$ cat config.mk
export PLATFORM = sky130hd
export DESIGN_NAME = sprite_line_writer
export DESIGN_NICKNAME = d
export VERILOG_FILES = /design/src/rtl/sprite_line_writer.sv
export SDC_FILE = /design/constraint.sdc
export NUM_CORES = 1
export LEC_CHECK = 0
export ABC_AREA = 1
export BUFFER_PORTS_ARGS = -buffer_cell sky130_fd_sc_hd__buf_2
export CORE_AREA = 2 2 75 113
export CTS_CLUSTER_DIAMETER = 40
export CTS_CLUSTER_SIZE = 8
export DETAILED_ROUTE_END_ITERATION = 6
export DIE_AREA = 0 0 77 115
export GPL_TIMING_DRIVEN = 0
export PLACE_DENSITY = 0.75
export SLEW_MARGIN = 20
export SYNTH_ARGS = -nofsm -noshare
export SYNTH_HDL_FRONTEND = slang
export SYNTH_SLANG_ARGS = --single-unit
export TNS_END_PERCENT = 1
$ cat constraint.sdc
create_clock -name clk -period 3.3 [get_ports clk]
set_input_delay 0.99 -clock clk [delete_from_list [all_inputs] [get_ports clk]]
set_output_delay 0.99 -clock clk [all_outputs]
set_load 0.05 [all_outputs]
$ cat src/rtl/sprite_line_writer.sv
// Renderer-side read-modify-write into the sprite line buffer: z-priority merge,
// collision-mask merge with same-x forwarding, and per-line collision accumulation.
module sprite_line_writer (
  input  logic        clk,
  input  logic        rst_n,
  input  logic        line_start,
  input  logic        pix_valid,
  output logic        pix_ready,
  input  logic [9:0]  pix_x,
  input  logic [7:0]  pix_color,
  input  logic [1:0]  pix_z,
  input  logic [3:0]  pix_mask,
  output logic [9:0]  lb_rd_idx,
  input  logic [15:0] lb_rd_data,
  output logic [9:0]  lb_wr_idx,
  output logic [15:0] lb_wr_data,
  output logic        lb_wr_en,
  output logic        busy,
  output logic [3:0]  collision
);

  // Merge a new sprite pixel into an existing entry; the earlier sprite wins z ties.
  function automatic logic [15:0] merge_entry(input logic [15:0] e,
                                               input logic [7:0]  color,
                                               input logic [1:0]  z,
                                               input logic [3:0]  mask);
    logic [15:0] r;
    if (e[11:10] == 2'd0) begin
      r = {mask, z, 2'b00, color};
    end else if (z > e[11:10]) begin
      r = {e[15:12] | mask, z, 2'b00, color};
    end else begin
      r = {e[15:12] | mask, e[11:10], 2'b00, e[7:0]};
    end
    return r;
  endfunction

  logic        s1_valid_q, s1_valid_d;
  logic [9:0]  s1_x_q, s1_x_d;
  logic [7:0]  s1_color_q, s1_color_d;
  logic [1:0]  s1_z_q, s1_z_d;
  logic [3:0]  s1_mask_q, s1_mask_d;

  logic        s2_valid_q, s2_valid_d;
  logic [9:0]  s2_x_q, s2_x_d;
  logic [7:0]  s2_color_q, s2_color_d;
  logic [1:0]  s2_z_q, s2_z_d;
  logic [3:0]  s2_mask_q, s2_mask_d;

  logic        fwd_valid_q, fwd_valid_d;
  logic [9:0]  fwd_idx_q, fwd_idx_d;
  logic [15:0] fwd_data_q, fwd_data_d;

  logic [3:0]  accum_q, accum_d;
  logic [3:0]  collision_q, collision_d;

  logic        accept;
  logic [15:0] existing;
  logic [3:0]  s2_hit_bits;

  assign pix_ready = !line_start;
  assign accept    = pix_valid && pix_ready && (pix_color != 8'd0) && (pix_z != 2'd0);

  // S1: s1_x doubles as the read index and holds when the stage is empty.
  always_comb begin
    s1_valid_d = accept;
    s1_x_d     = s1_x_q;
    s1_color_d = s1_color_q;
    s1_z_d     = s1_z_q;
    s1_mask_d  = s1_mask_q;
    if (accept) begin
      s1_x_d     = pix_x;
      s1_color_d = pix_color;
      s1_z_d     = pix_z;
      s1_mask_d  = pix_mask;
    end
  end

  assign lb_rd_idx = s1_x_q;

  // S2: the read data arrives now; the previous cycle's write is not yet visible.
  always_comb begin
    s2_valid_d = s1_valid_q;
    s2_x_d     = s1_x_q;
    s2_color_d = s1_color_q;
    s2_z_d     = s1_z_q;
    s2_mask_d  = s1_mask_q;
  end

  assign existing = (fwd_valid_q && (fwd_idx_q == s2_x_q)) ? fwd_data_q : lb_rd_data;

  assign lb_wr_en   = s2_valid_q;
  assign lb_wr_idx  = s2_x_q;
  assign lb_wr_data = s2_valid_q ? merge_entry(existing, s2_color_q, s2_z_q, s2_mask_q)
                                 : 16'h0000;
  assign busy       = s1_valid_q | s2_valid_q;

  assign s2_hit_bits = (s2_valid_q && (existing[11:10] != 2'd0))
                       ? (existing[15:12] & s2_mask_q) : 4'h0;

  always_comb begin
    fwd_valid_d = lb_wr_en;
    fwd_idx_d   = lb_wr_idx;
    fwd_data_d  = lb_wr_data;
  end

  always_comb begin
    accum_d     = accum_q | s2_hit_bits;
    collision_d = collision_q;
    if (line_start) begin
      collision_d = accum_q | s2_hit_bits;
      accum_d     = 4'h0;
    end
  end

  assign collision = collision_q;

  always_ff @(posedge clk or negedge rst_n) begin
    if (!rst_n) begin
      s1_valid_q  <= 1'b0;
      s1_x_q      <= 10'd0;
      s1_color_q  <= 8'd0;
      s1_z_q      <= 2'd0;
      s1_mask_q   <= 4'd0;
      s2_valid_q  <= 1'b0;
      s2_x_q      <= 10'd0;
      s2_color_q  <= 8'd0;
      s2_z_q      <= 2'd0;
      s2_mask_q   <= 4'd0;
      fwd_valid_q <= 1'b0;
      fwd_idx_q   <= 10'd0;
      fwd_data_q  <= 16'h0000;
      accum_q     <= 4'h0;
      collision_q <= 4'h0;
    end else begin
      s1_valid_q  <= s1_valid_d;
      s1_x_q      <= s1_x_d;
      s1_color_q  <= s1_color_d;
      s1_z_q      <= s1_z_d;
      s1_mask_q   <= s1_mask_d;
      s2_valid_q  <= s2_valid_d;
      s2_x_q      <= s2_x_d;
      s2_color_q  <= s2_color_d;
      s2_z_q      <= s2_z_d;
      s2_mask_q   <= s2_mask_d;
      fwd_valid_q <= fwd_valid_d;
      fwd_idx_q   <= fwd_idx_d;
      fwd_data_q  <= fwd_data_d;
      accum_q     <= accum_d;
      collision_q <= collision_d;
    end
  end

endmodule
==> report_table.html, run 1 <==
<table>
<tr><th>Metric</th><th>Value</th></tr>
<tr><th colspan="2">Setup path</th></tr>
<tr><td>Setup crit end kind</td><td>output pin</td></tr>
<tr><td>Req. time, crit path</td><td>2.31 ns</td></tr>
<tr><td>Highest fanout seen on the critical path</td><td>4</td></tr>
<tr><td>Worst Path Class, Setup</td><td>flop to output pin</td></tr>
<tr><td>Critical Path AT</td><td>2.88 ns</td></tr>
<tr><td>Kind of launch point of the worst setup path</td><td>flop</td></tr>
<tr><th colspan="2">Die</th></tr>
<tr><td>Core ar.</td><td>7910 um2</td></tr>
<tr><td>Effective utilization at floorplan</td><td>43.6%</td></tr>
<tr><td>Cell Rows</td><td>40</td></tr>
<tr><td>Die width</td><td>77 um</td></tr>
<tr><td>Die ar.</td><td>8860 um2</td></tr>
<tr><td>I/O pins</td><td>87</td></tr>
<tr><td>Die Height</td><td>115 um</td></tr>
<tr><th colspan="2">Final layout</th></tr>
<tr><td>Fraction of final layout cells with drive strength greater than 1</td><td>41.3%</td></tr>
<tr><td>Final standard cell area without fillers</td><td>5040 um2</td></tr>
<tr><td>Fin nets</td><td>568</td></tr>
<tr><td>Number of inserted diodes</td><td>0</td></tr>
<tr><td>Area of combinational cells with multiple inputs</td><td>1520 um2</td></tr>
<tr><td>Number of fill cells in the layout</td><td>635</td></tr>
<tr><td>Sequential standard cell area</td><td>2090 um2</td></tr>
<tr><td>Area Overhead vs Synth</td><td>46.0%</td></tr>
<tr><th colspan="2">STA</th></tr>
<tr><td>Min Clock Period, post-route</td><td>3.87 ns</td></tr>
<tr><td>Final worst-path setup slack</td><td>-0.567 ns</td></tr>
<tr><td>Final count of hold timing violations</td><td>0</td></tr>
<tr><td>Unrepaired setup endpoints after global routing</td><td>yes</td></tr>
<tr><td>Tcrit/Tclk final</td><td>117%</td></tr>
<tr><td>Post-route setup TNS</td><td>-4.54 ns</td></tr>
<tr><td># setup viols final</td><td>10</td></tr>
<tr><td>Worst Hold Slack</td><td>0.370 ns</td></tr>
<tr><td>Clock Skews</td><td>0.00786 ns</td></tr>
<tr><td>Maximum operating frequency</td><td>259 MHz</td></tr>
<tr><td>Slew Limit Fails</td><td>0</td></tr>
<tr><th colspan="2">Power</th></tr>
<tr><td>Final Power</td><td>2.95 mW</td></tr>
<tr><td>Leakage power figure</td><td>2.68 nW</td></tr>
<tr><td>Peak supply drop</td><td>391 uV</td></tr>
<tr><td>Power per unit of standard cell area</td><td>584 nW/um2</td></tr>
<tr><th colspan="2">CTS</th></tr>
<tr><td>Total CTS buffers</td><td>9</td></tr>
<tr><td>Clock latency of the later-clocked register in the worst-skew pair</td><td>0.33 ns</td></tr>
<tr><td>CTS root buffer</td><td>sky130_fd_sc_hd__clkbuf_16</td></tr>
<tr><td>Sink count of the clock tree</td><td>83</td></tr>
<tr><td>H-tree levels</td><td>3</td></tr>
<tr><td>Reg clk slew, reported paths</td><td>0.06 ns</td></tr>
<tr><td>CTS tree</td><td>done</td></tr>
<tr><td>Clock buffer depth</td><td>2</td></tr>
<tr><th colspan="2">Synth</th></tr>
<tr><td>Sequential element share of the synthesized area</td><td>60.2%</td></tr>
<tr><td>Number of instances in the synthesized netlist</td><td>402</td></tr>
<tr><td>Largest cells by area after synthesis</td><td>sky130_fd_sc_hd__dfrtp_1, sky130_fd_sc_hd__nand2_1, sky130_fd_sc_hd__inv_1, sky130_fd_sc_hd__nand3_1, sky130_fd_sc_hd__a21oi_1</td></tr>
<tr><td>Share of the synthesized area in the top cell type</td><td>60.2%</td></tr>
<tr><td>Post-synthesis sequential element count</td><td>83</td></tr>
<tr><td>Total of warnings raised by yosys</td><td>0</td></tr>
<tr><td>Count of unique library cells instantiated by Yosys</td><td>24</td></tr>
<tr><td>Synthesized cell area</td><td>3450 um2</td></tr>
<tr><td>Synthesized area divided by synthesized cell count</td><td>8.58 um2</td></tr>
<tr><td>Area leader, netlist</td><td>sky130_fd_sc_hd__dfrtp_1</td></tr>
<tr><th colspan="2">Placed design</th></tr>
<tr><td>DPL Wire Length</td><td>5.67 mm</td></tr>
<tr><td>Global placer's final weighted congestion</td><td>0.821</td></tr>
<tr><td>Port buffer count</td><td>81</td></tr>
<tr><td>DP Area</td><td>4170 um2</td></tr>
<tr><th colspan="2">Run status</th></tr>
<tr><td>Failing checks</td><td>negative setup slack</td></tr>
<tr><td>Run status</td><td>finished, violations left</td></tr>
<tr><th colspan="2">Global routing</th></tr>
<tr><td>Vias in the first global route</td><td>2791</td></tr>
<tr><td>Maximum number of pins on one net before global-route repair</td><td>56</td></tr>
<tr><td>Grt ovf</td><td>0</td></tr>
<tr><td>Total routing resource utilization after global routing</td><td>19.3%</td></tr>
<tr><td>Global-route wire length before repair</td><td>13.3 mm</td></tr>
<tr><td>Initial antenna violation count</td><td>0</td></tr>
<tr><th colspan="2">Routing</th></tr>
<tr><td>Count of vias placed by the detailed router</td><td>2971</td></tr>
<tr><td>Detail Route Antenna Nets</td><td>0</td></tr>
<tr><td>Avg Vias per Cell</td><td>4.71</td></tr>
<tr><td>Initial drt markers</td><td>204</td></tr>
<tr><td>DR pass1 iterations</td><td>4</td></tr>
<tr><td>DRC Markers</td><td>0</td></tr>
<tr><td>Average detailed-routed wire length per instance</td><td>14.2 um</td></tr>
<tr><td>Drt total wl</td><td>8.98 mm</td></tr>
<tr><th colspan="2">Job</th></tr>
<tr><td>MaxCap Viol Count</td><td>0</td></tr>
<tr><th colspan="2">Min path</th></tr>
<tr><td>Path class of the lowest-slack min-delay path</td><td>flop to flop</td></tr>
</table>
[layout make-up]
type	count	area share [%]
clock inverter	4	0.397
timing repair buffer	107	15.2
buffer	14	1.91
clock buffer	12	4.69
tap	105	2.61
inverter	46	3.48
sequential	83	41.5
multi-input combinational	260	30.2
[what timing repair did]
action / 4_1_cts / 5_1_grt
pin swaps: 22 / 32
setup buffers: 10 / 14
endpoints found under the hold margin: 0 / 0
hold buffers: 0 / 0
cloned: 1 / 0
setup endpoints to repair: 10 / 14
gates resized for setup: 70 / 43
[kinds of logic (layout without fill, tap and decap cells)]
kind of cell	Yosys count	in the layout	synth area share, %
and+or+nand+nor	232	232	27.8
DFF	83	83	60.2
buffers and inverters	60	183	7.25
AOI/OAI and AO/OA	23	23	3.52
adders and majority gates	3	3	1.09
other	1	2	0.109
[synthesized netlist by cell type, drive strengths merged]
cell	n
nand2	178
dfrtp	83
inv	46
nand3	30
nor2	19
a21oi	17
buf	11
clkbuf	3
ha	3
o21ai	3
a21boi	2
nor4	2
conb	1
nand4	1
nor3	1
o22ai	1
or2	1
[sequential cells by signal, summed over array words and instances, names as in the netlist]
register / count
s1_mask_q: 4
s1_valid_q: 1
collision: 4
lb_wr_idx: 10
accum_q: 4
s1_color_q: 8
fwd_idx_q: 10
lb_rd_idx: 10
fwd_data_q: 14
s1_z_q: 2
fwd_valid_q: 1
s2_color_q: 8
s2_z_q: 2
lb_wr_en: 1
s2_mask_q: 4
[layer usage]
| metal | vias up | track usage [%] | wire length [um] |
|---|---|---|---|
| li1 | 1472 | - | - |
| met1 | 1411 | 23.3 | 3510 |
| met2 | 67 | 33.9 | 4920 |
| met3 | 21 | 3.45 | 276 |
| met4 | 0 | 8.93 | 274 |
| met5 | - | 0 | 0 |
[metrics by stage]
step           util [%]  setup slack [ns]  std cells
3_5_place_dp       52.7            -0.415        590
2_1_floorplan         -            -0.131        403
3_3_place_gp       52.3            -0.397        589
5_1_grt            63.7            -0.705        631
4_1_cts            60.7            -0.457        617
6_report           63.7            -0.567        631
[power breakdown]
group          internal, mW  total, mW  switching, mW  leakage [nW]
combinational         0.286      0.847          0.560          1.50
clock                 0.504      0.870          0.366         0.130
sequential             1.15       1.23         0.0802          1.05
[cell usage in the layout (no fill, tap or decap), drive strengths merged]
| cell | count |
|---|---|
| nand2 | 178 |
| buf | 118 |
| dfrtp | 83 |
| inv | 46 |
| nand3 | 30 |
| nor2 | 19 |
| a21oi | 17 |
| clkbuf | 15 |
| clkinv | 4 |
| o21ai | 3 |
| ha | 3 |
| nor4 | 2 |
| conb | 2 |
| a21boi | 2 |
| nor3 | 1 |
| nand4 | 1 |
| o22ai | 1 |
| or2 | 1 |
[final timing paths]
| path | start | to | slack (ns) | depth (start not counted) |
|---|---|---|---|---|
| min | s1_valid_q | lb_wr_en | 0.37 | 0 |
| max in group asynchronous | rst_n | s1_mask_q[1] | 2.11 | 2 |
| min in group asynchronous | rst_n | lb_wr_idx[8] | 0.59 | 1 |
| max reg2reg | lb_wr_idx[5] | fwd_data_q[3] | 0.64 | 17 |
| max | lb_wr_idx[5] | lb_wr_data[4] | -0.57 | 17 |
| min reg2reg | s1_valid_q | lb_wr_en | 0.37 | 0 |
[worst max-delay path: stages, from the launching register on]
cell and delay [ns]:
sky130_fd_sc_hd__dfrtp_2 0.43, sky130_fd_sc_hd__nand2_2 0.09, sky130_fd_sc_hd__nand2_1 0.05, sky130_fd_sc_hd__nor2_1 0.08, sky130_fd_sc_hd__nand2_1 0.09, sky130_fd_sc_hd__nor2_4 0.17
sky130_fd_sc_hd__nand3_2 0.10, sky130_fd_sc_hd__nand2_2 0.10, sky130_fd_sc_hd__inv_4 0.04, sky130_fd_sc_hd__ha_4 0.25, sky130_fd_sc_hd__inv_2 0.04, sky130_fd_sc_hd__o22ai_4 0.24
sky130_fd_sc_hd__nand3_4 0.19, sky130_fd_sc_hd__buf_6 0.18, sky130_fd_sc_hd__nand3_2 0.09, sky130_fd_sc_hd__nand2_2 0.08, sky130_fd_sc_hd__nor2_4 0.15, sky130_fd_sc_hd__buf_8 0.15
Note: power is estimated with default switching activity, not from simulation.
==> run 2, diff against run 1 <==
Settings changed: TNS_END_PERCENT 1 to 100.
==> report_table.html, run 2 (same netlist as run 1, synthesis figures left out) <==
<table>
<tr><th>Metric</th><th>Value</th></tr>
<tr><th colspan="2">Placed design</th></tr>
<tr><td>Global placer's final weighted congestion</td><td>0.827 (was 0.821)</td></tr>
<tr><td>DP Area</td><td>4170 um2 (about the same)</td></tr>
<tr><td>Port buffer count</td><td>81 (unchanged)</td></tr>
<tr><td>DPL Wire Length</td><td>5.74 mm (was 5.67 mm)</td></tr>
<tr><th colspan="2">STA</th></tr>
<tr><td>Final worst-path setup slack</td><td>-0.612 ns (was -0.567 ns)</td></tr>
<tr><td>Final count of hold timing violations</td><td>0 (unchanged)</td></tr>
<tr><td>Tcrit/Tclk final</td><td>119% (was 117%)</td></tr>
<tr><td>Actual transition at the worst max-transition pin</td><td>0.530 ns</td></tr>
<tr><td>Clock Skews</td><td>0.00819 ns (was 0.00786 ns)</td></tr>
<tr><td># setup viols final</td><td>10 (unchanged)</td></tr>
<tr><td>Slew Limit Fails</td><td>0 (unchanged)</td></tr>
<tr><td>Min Clock Period, post-route</td><td>3.91 ns (was 3.87 ns)</td></tr>
<tr><td>Unrepaired setup endpoints after global routing</td><td>yes (unchanged)</td></tr>
<tr><td>Maximum operating frequency</td><td>256 MHz (was 259 MHz)</td></tr>
<tr><td>Worst relative slew slack</td><td>64.7%</td></tr>
<tr><th colspan="2">Routing</th></tr>
<tr><td>Avg Vias per Cell</td><td>4.80 (was 4.71)</td></tr>
<tr><td>Initial drt markers</td><td>152 (was 204)</td></tr>
<tr><td>DR pass1 iterations</td><td>5 (was 4)</td></tr>
<tr><td>Drt total wl</td><td>9.36 mm (was 8.98 mm)</td></tr>
<tr><td>DRC Markers</td><td>0 (unchanged)</td></tr>
<tr><td>Detail Route Antenna Nets</td><td>0 (unchanged)</td></tr>
<tr><td>Average detailed-routed wire length per instance</td><td>14.8 um (was 14.2 um)</td></tr>
<tr><td>Count of vias placed by the detailed router</td><td>3030 (was 2971)</td></tr>
<tr><th colspan="2">CTS</th></tr>
<tr><td>Clock latency of the later-clocked register in the worst-skew pair</td><td>0.34 ns (was 0.33 ns)</td></tr>
<tr><td>CTS root buffer</td><td>sky130_fd_sc_hd__clkbuf_16 (unchanged)</td></tr>
<tr><td>CTS Hold Bufs</td><td>0 (unchanged)</td></tr>
<tr><td>Sink count of the clock tree</td><td>83 (unchanged)</td></tr>
<tr><td>Clock buffer depth</td><td>2 (unchanged)</td></tr>
<tr><td>Reg clk slew, reported paths</td><td>0.06 ns (about the same)</td></tr>
<tr><td>H-tree levels</td><td>3 (unchanged)</td></tr>
<tr><td>Total CTS buffers</td><td>9 (unchanged)</td></tr>
<tr><td>CTS tree</td><td>done (unchanged)</td></tr>
<tr><th colspan="2">Setup path</th></tr>
<tr><td>Highest fanout seen on the critical path</td><td>5 (was 4)</td></tr>
<tr><td>Req. time, crit path</td><td>2.31 ns (about the same)</td></tr>
<tr><td>Critical Path AT</td><td>2.92 ns (was 2.88 ns)</td></tr>
<tr><td>Setup crit end kind</td><td>output pin (unchanged)</td></tr>
<tr><td>Internal reg-to-reg setup slack</td><td>0.66 ns (was 0.64 ns)</td></tr>
<tr><td>Kind of launch point of the worst setup path</td><td>flop (unchanged)</td></tr>
<tr><td>Worst Path Class, Setup</td><td>flop to output pin (unchanged)</td></tr>
<tr><th colspan="2">Final layout</th></tr>
<tr><td>Max reg flops</td><td>14 (unchanged)</td></tr>
<tr><td>Number of inserted diodes</td><td>0 (unchanged)</td></tr>
<tr><td>Area Overhead vs Synth</td><td>46.8% (was 46.0%)</td></tr>
<tr><td>Fraction of final layout cells with drive strength greater than 1</td><td>39.4% (was 41.3%)</td></tr>
<tr><td>Final standard cell area without fillers</td><td>5070 um2 (was 5040 um2)</td></tr>
<tr><td>Most common cell after layout, fill and taps aside</td><td>sky130_fd_sc_hd__nand2_1 (unchanged)</td></tr>
<tr><td>Biggest register</td><td>fwd_data_q (unchanged)</td></tr>
<tr><td>Fin nets</td><td>568 (unchanged)</td></tr>
<tr><td>Commonest cells after routing, fill and taps aside</td><td>sky130_fd_sc_hd__nand2_1, sky130_fd_sc_hd__dfrtp_1, sky130_fd_sc_hd__buf_2 (was sky130_fd_sc_hd__nand2_1, sky130_fd_sc_hd__buf_2, sky130_fd_sc_hd__dfrtp_1)</td></tr>
<tr><th colspan="2">Power</th></tr>
<tr><td>Power per unit of standard cell area</td><td>623 nW/um2 (was 584 nW/um2)</td></tr>
<tr><td>Leakage power figure</td><td>2.69 nW (was 2.68 nW)</td></tr>
<tr><td>Peak supply drop</td><td>460 uV (was 391 uV)</td></tr>
<tr><td>Final Power</td><td>3.16 mW (was 2.95 mW)</td></tr>
<tr><th colspan="2">Run status</th></tr>
<tr><td>Run status</td><td>finished, violations left (unchanged)</td></tr>
<tr><td>Failing checks</td><td>negative setup slack (unchanged)</td></tr>
<tr><th colspan="2">Global routing</th></tr>
<tr><td>Global-route wire length before repair</td><td>13.8 mm (was 13.3 mm)</td></tr>
<tr><td>Vias in the first global route</td><td>2935 (was 2791)</td></tr>
<tr><td>Initial antenna violation count</td><td>0 (unchanged)</td></tr>
<tr><td>Total routing resource utilization after global routing</td><td>20.3% (was 19.3%)</td></tr>
<tr><td>Grt ovf</td><td>0 (unchanged)</td></tr>
<tr><td>Maximum number of pins on one net before global-route repair</td><td>50 (was 56)</td></tr>
<tr><th colspan="2">Die</th></tr>
<tr><td>Effective utilization at floorplan</td><td>43.6% (unchanged)</td></tr>
<tr><td>Core ar.</td><td>7910 um2 (unchanged)</td></tr>
<tr><td>Cell Rows</td><td>40 (unchanged)</td></tr>
<tr><td>Die Height</td><td>115 um (unchanged)</td></tr>
<tr><td>Die width</td><td>77 um (unchanged)</td></tr>
<tr><td>Die ar.</td><td>8860 um2 (unchanged)</td></tr>
<tr><td>I/O pins</td><td>87 (unchanged)</td></tr>
<tr><th colspan="2">Job</th></tr>
<tr><td>MaxCap Viol Count</td><td>0 (unchanged)</td></tr>
<tr><th colspan="2">Min path</th></tr>
<tr><td>Path class of the lowest-slack min-delay path</td><td>flop to flop (unchanged)</td></tr>
</table>
run 2: cell count changes in the layout (fill, tap and decap cells not counted), sizes merged:
cell,previous run,this run
clkbuf,15,17
nand2,178,179
buf,118,114
clkinvlp,0,1
clkinv,4,1
inv,46,47
bufinv,0,2
run 2: critical path, cell delays in order, from the launching register on:
cell                      delay (ns)
sky130_fd_sc_hd__dfrtp_2        0.43
sky130_fd_sc_hd__nand2_2        0.09
sky130_fd_sc_hd__nand2_1        0.06
sky130_fd_sc_hd__nor2_1         0.10
sky130_fd_sc_hd__nand2_1        0.07
sky130_fd_sc_hd__nor2_2         0.15
sky130_fd_sc_hd__nand2_1        0.11
sky130_fd_sc_hd__nand2_2        0.12
sky130_fd_sc_hd__nand2_4        0.08
sky130_fd_sc_hd__ha_4           0.30
sky130_fd_sc_hd__nor2_4         0.05
sky130_fd_sc_hd__o22ai_4        0.18
sky130_fd_sc_hd__nand3_4        0.13
sky130_fd_sc_hd__buf_12         0.16
sky130_fd_sc_hd__buf_12         0.13
sky130_fd_sc_hd__a21oi_2        0.19
sky130_fd_sc_hd__nor2_4         0.06
sky130_fd_sc_hd__buf_6          0.15
run 2: area by class of cell:
cell class	instances	area, um2
well taps	105	131
flip-flops and latches	83	2090
repair buffers	108	783
clock buffers	11	243
clock inverters	5	85.1
plain buffers	12	93.8
multi-input cells	261	1470
inverters	46	173
fillers	620	2840
run 2: per-stage QoR:
| step | setup WS, ns | util (%) | setup TNS, ns | hold WS [ns] | std cells |
|---|---|---|---|---|---|
| 2_1_floorplan | -0.131 | - | -0.755 | 0.346 | 403 |
| 6_report | -0.612 | 64.1 | -5.32 | 0.367 | 631 |
| 4_1_cts | -0.480 | 61.3 | -4.85 | 0.375 | 626 |
| 3_5_place_dp | -0.393 | 52.7 | -3.36 | 0.361 | 590 |
| 3_3_place_gp | -0.389 | 52.3 | -3.31 | 0.350 | 589 |
| 5_1_grt | -0.721 | 64.1 | -6.55 | 0.381 | 631 |
run 2: metal layers:
layer  vias up  global-route usage, %  routed length [um]
met3        26                   4.32                 389
li1       1475                      -                   -
met4         0                   10.5                 340
met1      1422                   22.4                3500
met2       107                   36.7                5140
met5         -                      0                   0
run 2: path summary, 6_finish.rpt:
path / from / to / cells after the start
worst max-delay path: lb_wr_idx[0] / lb_wr_data[5] / 17
worst min-delay path: s1_valid_q / lb_wr_en / 0
worst max register to register: lb_wr_idx[0] / fwd_data_q[3] / 17
worst min register to register: s1_valid_q / lb_wr_en / 0
max in group asynchronous: rst_n / lb_wr_idx[3] / 2
min in group asynchronous: rst_n / lb_wr_idx[8] / 1
run 2: power by group:
| group | leakage (nW) | total (mW) | internal, mW | switching (mW) |
|---|---|---|---|---|
| sequential | 1.05 | 1.23 | 1.15 | 0.0828 |
| clock | 0.156 | 1.09 | 0.687 | 0.402 |
| combinational | 1.49 | 0.836 | 0.285 | 0.551 |
| total | 2.69 | 3.16 | 2.12 | 1.04 |
run 2: what timing repair did:
action	4_1_cts	5_1_grt
buffers inserted	19	13
pin swaps	5	27
endpoints found under the hold margin	0	0
gates resized for setup	52	36
cloned	1	2
endpoints found under the setup margin	11	14
